## src/rtl/prog_loader.sv

```systemverilog
// Boot-time program loader: framed byte stream in, memory writes out.
// Holds the processor in reset until a checksum-verified image is loaded.
module prog_loader #(
  parameter int AW = 8,
  parameter int DW = 8,
  parameter logic [AW-1:0] START_ADDR = '0
) (
  input  logic          clock,
  input  logic          reset,
  input  logic          in_valid,
  input  logic [DW-1:0] in_data,
  output logic          in_ready,
  output logic          mem_we,
  output logic [AW-1:0] mem_addr,
  output logic [DW-1:0] mem_data,
  output logic          cpu_reset,
  output logic          done,
  output logic          error,
  output logic [AW-1:0] count
);

  typedef enum logic [2:0] {
    LEN, DATA, WRITE, CSUM, DONE, ERR
  } state_t;

  state_t        state, state_n;
  logic [AW-1:0] len, len_n;
  logic [AW-1:0] idx, idx_n;
  logic [AW-1:0] addr_n, count_n;
  logic [DW-1:0] sum, sum_n, data_n;
  logic [DW-1:0] total;
  logic          xfer, last;

  assign xfer  = in_valid & in_ready;
  assign total = sum + in_data;
  // len of zero encodes a full 2^AW byte payload
  assign last  = ({1'b0, idx} + 1'b1) == {len == '0, len};

  always_comb begin
    state_n = state;
    len_n   = len;
    idx_n   = idx;
    sum_n   = sum;
    addr_n  = mem_addr;
    data_n  = mem_data;
    count_n = count;
    unique case (state)
      LEN: begin
        if (xfer) begin
          len_n   = AW'(in_data);
          idx_n   = '0;
          sum_n   = '0;
          state_n = DATA;
        end
      end
      DATA: begin
        if (xfer) begin
          data_n  = in_data;
          addr_n  = START_ADDR + idx;
          sum_n   = total;
          state_n = WRITE;
        end
      end
      WRITE: begin
        count_n = count + 1'b1;
        idx_n   = idx + 1'b1;
        state_n = last ? CSUM : DATA;
      end
      CSUM: begin
        if (xfer) state_n = (total == '0) ? DONE : ERR;
      end
      DONE, ERR: ;
      default: state_n = LEN;
    endcase
  end

  always_ff @(posedge clock or posedge reset) begin
    if (reset) begin
      state     <= LEN;
      len       <= '0;
      idx       <= '0;
      sum       <= '0;
      mem_addr  <= START_ADDR;
      mem_data  <= '0;
      count     <= '0;
      in_ready  <= 1'b0;
      mem_we    <= 1'b0;
      cpu_reset <= 1'b1;
      done      <= 1'b0;
      error     <= 1'b0;
    end else begin
      state     <= state_n;
      len       <= len_n;
      idx       <= idx_n;
      sum       <= sum_n;
      mem_addr  <= addr_n;
      mem_data  <= data_n;
      count     <= count_n;
      in_ready  <= (state_n == LEN) || (state_n == DATA)
                || (state_n == CSUM);
      mem_we    <= state_n == WRITE;
      cpu_reset <= state_n != DONE;
      done      <= state_n == DONE;
      error     <= state_n == ERR;
    end
  end

endmodule
```

## config.mk

```make
export PLATFORM = sky130hd
export DESIGN_NAME = prog_loader
export DESIGN_NICKNAME = d
export VERILOG_FILES = /design/src/rtl/prog_loader.sv
export SDC_FILE = /design/constraint.sdc
export NUM_CORES = 1
export LEC_CHECK = 0
export ABC_AREA = 0
export CORE_ASPECT_RATIO = 0.5
export CORE_MARGIN = 1
export CORE_UTILIZATION = 29
export CTS_CLUSTER_DIAMETER = 40
export DETAILED_ROUTE_END_ITERATION = 16
export SLEW_MARGIN = 20
export SYNTH_ARGS = -nofsm -noshare
export SYNTH_HDL_FRONTEND = slang
export SYNTH_SLANG_ARGS = --single-unit
```

## constraint.sdc

```tcl
create_clock -name clock -period 3.8 [get_ports clock]
set_input_delay 0.76 -clock clock [delete_from_list [all_inputs] [get_ports clock]]
set_output_delay 0.76 -clock clock [all_outputs]
set_load 0.01 [all_outputs]
```

==> impl_metrics.py <==
metrics = {
    "status": {
        "status": "complete, no violations",
    },
    "synth": {
        "syn_nets": 296,
        "ys_seq_area_share_pct": 48.6,
        "yosys_warnings": 0,
        "synth_top_cells_by_area": "dfrtp_1 (48%), mux2_2 (6.6%), nand2_1 (6.5%)",
        "syn_inst": 275,
        "ys_types": 51,
        "synth_compound_area_share_pct": 11.0,
        "synth_top_flop_cell": "dfrtp_1",
        "synth_seq_cells": 56,
        "yosysTopAreaCellShare_pct": 47.7,
        "synth_top_area_cell": "dfrtp_1",
        "synth_xor_area_share_pct": 7.29,
        "ys_async_sr_fraction_pct": 100,
        "synth_edf_count": 0,
        "avgSynthCellArea_um2": 10.5,
        "synthAdderAreaFrac_pct": 4.60,
        "synth_mux_area_share_pct": 6.64,
        "synth_top_family_by_area": "simple AND/OR/NAND/NOR gates",
        "synth_area_um2": 2880,
        "synth-simple-area-share_pct": 19.8,
    },
    "finish": {
        "utilization_pct": 38.1,
        "final_cell_mix": "dfrtp_1 (55), nand2_1 (50), clkdlybuf4s50_1 (39)",
        "ff_latch_area_um2": 1400,
        "multi_input_area_um2": 1420,
        "num_antenna_cells": 0,
        "fill_cells": 923,
        "syn2layout_area_growth_pct": 26.1,
        "finalNetCount": 335,
        "layout_commonest_cell": "dfrtp_1",
        "drive_gt1_share_pct": 13.7,
        "fin_area_um2": 3640,
    },
    "sta": {
        "fin_tns_setup_ns": 0,
        "hold_viol": 0,
        "fmax_mhz": 359,
        "setup_viol": 0,
        "maxSlewHeadroom_pct": 52.5,
        "whs_ns": 0.476,
        "timing.final.crit_period_ns": 2.79,
        "tightest_slew_ns": 0.710,
        "rsz0062_at_grt": "no",
        "fin_skew_ns": 0.00326,
        "fin_crit_sh_pct": 73.3,
        "finalMaxSlewViolations": 0,
        "worst_slack_ns": 1.01,
    },
    "floorplanning": {
        "core_area_um2": 9540,
        "die_h_um": 72.5,
        "fp.dieW_um": 143,
        "rows": 25,
        "start_util_pct": 30.2,
        "num_io_pins": 40,
        "dieArea_um2": 10400,
    },
    "setup_path": {
        "arrival_ns": 2.97,
        "max_stage_delay_ns": 0.45,
        "r2r_setup_slack_ns": 1.59,
        "path_buf_inv": 1,
        "worstSetupEndpointType": "register",
        "worstPathRequired_ns": 3.98,
        "critPathLaunchType": "input pin",
        "crit_cells": 8,
        "worstReg2RegEnd": "done",
        "ff2ff_path_depth": 7,
        "cpMaxStageDelayCell": "clkdlybuf4s50_1",
        "critPathKind": "in2reg",
        "worstPathMaxFanout": 4,
        "r2r-start": "sum[0]",
        "crit_family": "compound AO/OA/AOI/OAI gates",
        "path_cells": "clkdlybuf4s50_1, ha_1, fa_1, a211o_1, and3_4, o311ai_4, nor2_2, a31o_1",
    },
    "drt": {
        "drt_iter0_drc": 98,
        "ant_nets": 0,
        "firstDrtPassIters": 4,
        "vias": 2157,
        "wl_per_cell_um": 14.3,
        "vias_per_cell": 4.79,
        "wl_mm": 6.44,
        "drc": 0,
    },
    "hold_path": {
        "min_to": "mem_data[5]",
        "worstHoldStart": "mem_data[5]",
        "holdCritPathClass": "reg2reg",
        "whs_path_depth": 2,
    },
    "place": {
        "port_buffers": 39,
        "pre_cts_slack_ns": 0.706,
        "place.gp.congestion": 0.924,
        "dp_hpwl_mm": 4.60,
        "dpl-instance-area_um2": 3420,
    },
    "cts": {
        "postCtsHoldBufs": 0,
        "path_clk_slew_ns": 0.07,
        "insertion_delay_ns": 0.29,
        "cts-root-buf": "clkbuf_16",
        "cts_buffer_depth": 2,
        "post_cts_resized": 0,
        "cts_inserted_buffers": 5,
        "clock-sinks": 56,
        "htreeDepth": 2,
        "cts_tree": "done",
        "post_cts_buffers": 0,
    },
    "grt": {
        "grt_pass1_wl_mm": 10.5,
        "grt_use_total_pct": 13.0,
        "antenna_found_initial": 0,
        "grt-ovfl-total": 0,
        "grt_max_degree": 33,
        "first_global_vias": 2156,
    },
    "pwr": {
        "p_leak_nw": 1.60,
        "ir_worst_vdd_uv": 202,
        "power_density_nw_per_um2": 358,
    },
    "job": {
        "drv_cap": 0,
    },
}
synthesized netlist by cell type (3+ instances only):
library cell,n
nand4_1,6
nor2_1,15
nor4_1,4
nand2_1,50
o21ai_1,6
ha_1,9
nor3b_1,4
xnor2_1,17
a21oi_1,5
xor2_1,7
nand3_1,4
and3_1,5
mux2_2,17
inv_1,3
a22o_1,3
clkbuf_1,3
nor3_1,3
nand2b_1,3
dfrtp_1,55
o21ai_0,15
buf_2,6
final cells by class:
| type | instances | share of cell area [%] |
|---|---|---|
| clock buffers | 5 | 3.44 |
| clock inverters | 3 | 2.48 |
| inverters | 4 | 0.413 |
| multi-input cells | 205 | 39.1 |
| flip-flops and latches | 56 | 38.6 |
| well taps | 135 | 4.65 |
| repair buffers | 42 | 11.4 |
power by group:
group          switching [mW]  internal (mW)  leakage, nW  total, mW
Combinational          0.0313         0.0184        0.771     0.0496
Sequential                  0          0.595        0.727      0.595
Clock                   0.213          0.444        0.104      0.657
Total                   0.244           1.06         1.60       1.30
sequential cells by signal (all words and copies together) (netlist names):
name,flops
mem_data,8
cpu_reset,1
mem_addr,8
idx,8
count,8
len,8
sum,8
mem_we,1
state,3
done,1
error,1
in_ready,1
logic make-up after synthesis:
family | count (synthesis)
fa+ha+maj | 10
xor+xnor | 24
flops | 56
mux | 17
simple gates | 109
buf+inv | 14
compound gates | 45
stage by stage:
| step | power (mW) | instances |
|---|---|---|
| after floorplan | 0.634 | 275 |
| after global placement | 0.656 | 442 |
| after detailed placement | 0.658 | 442 |
| after CTS | 1.32 | 450 |
| after global routing | 1.34 | 450 |
| final | 1.30 | 450 |
per-layer routing:
metal / wire length, µm / up-vias / share of wire, % / track usage [%]
met3: 245 / 11 / 3.8 / 2.77
li1: - / 1042 / - / -
met5: 0 / - / 0 / 0
met1: 3000 / 1062 / 47 / 16.1
met4: 146 / 0 / 2.3 / 5.14
met2: 3040 / 42 / 47 / 22.3
how the worst max path moves through the flow:
stage,from,endpoint,slack [ns]
finish,in_data[0],done,1.01
global route,in_data[0],state[0],0.90
CTS,in_data[0],done,1.01
detailed placement,in_data[0],done,0.71
global placement,in_data[0],done,0.76
floorplan,in_data[0],done,1.30
worst register-to-register path: stages, from the launching register on:
cell,delay (ns)
dfrtp_1,0.38
ha_1,0.22
fa_1,0.42
a211o_1,0.31
and3_4,0.20
o311ai_4,0.28
nor2_2,0.09
a31o_1,0.21
(Power assumes the default switching activity.)
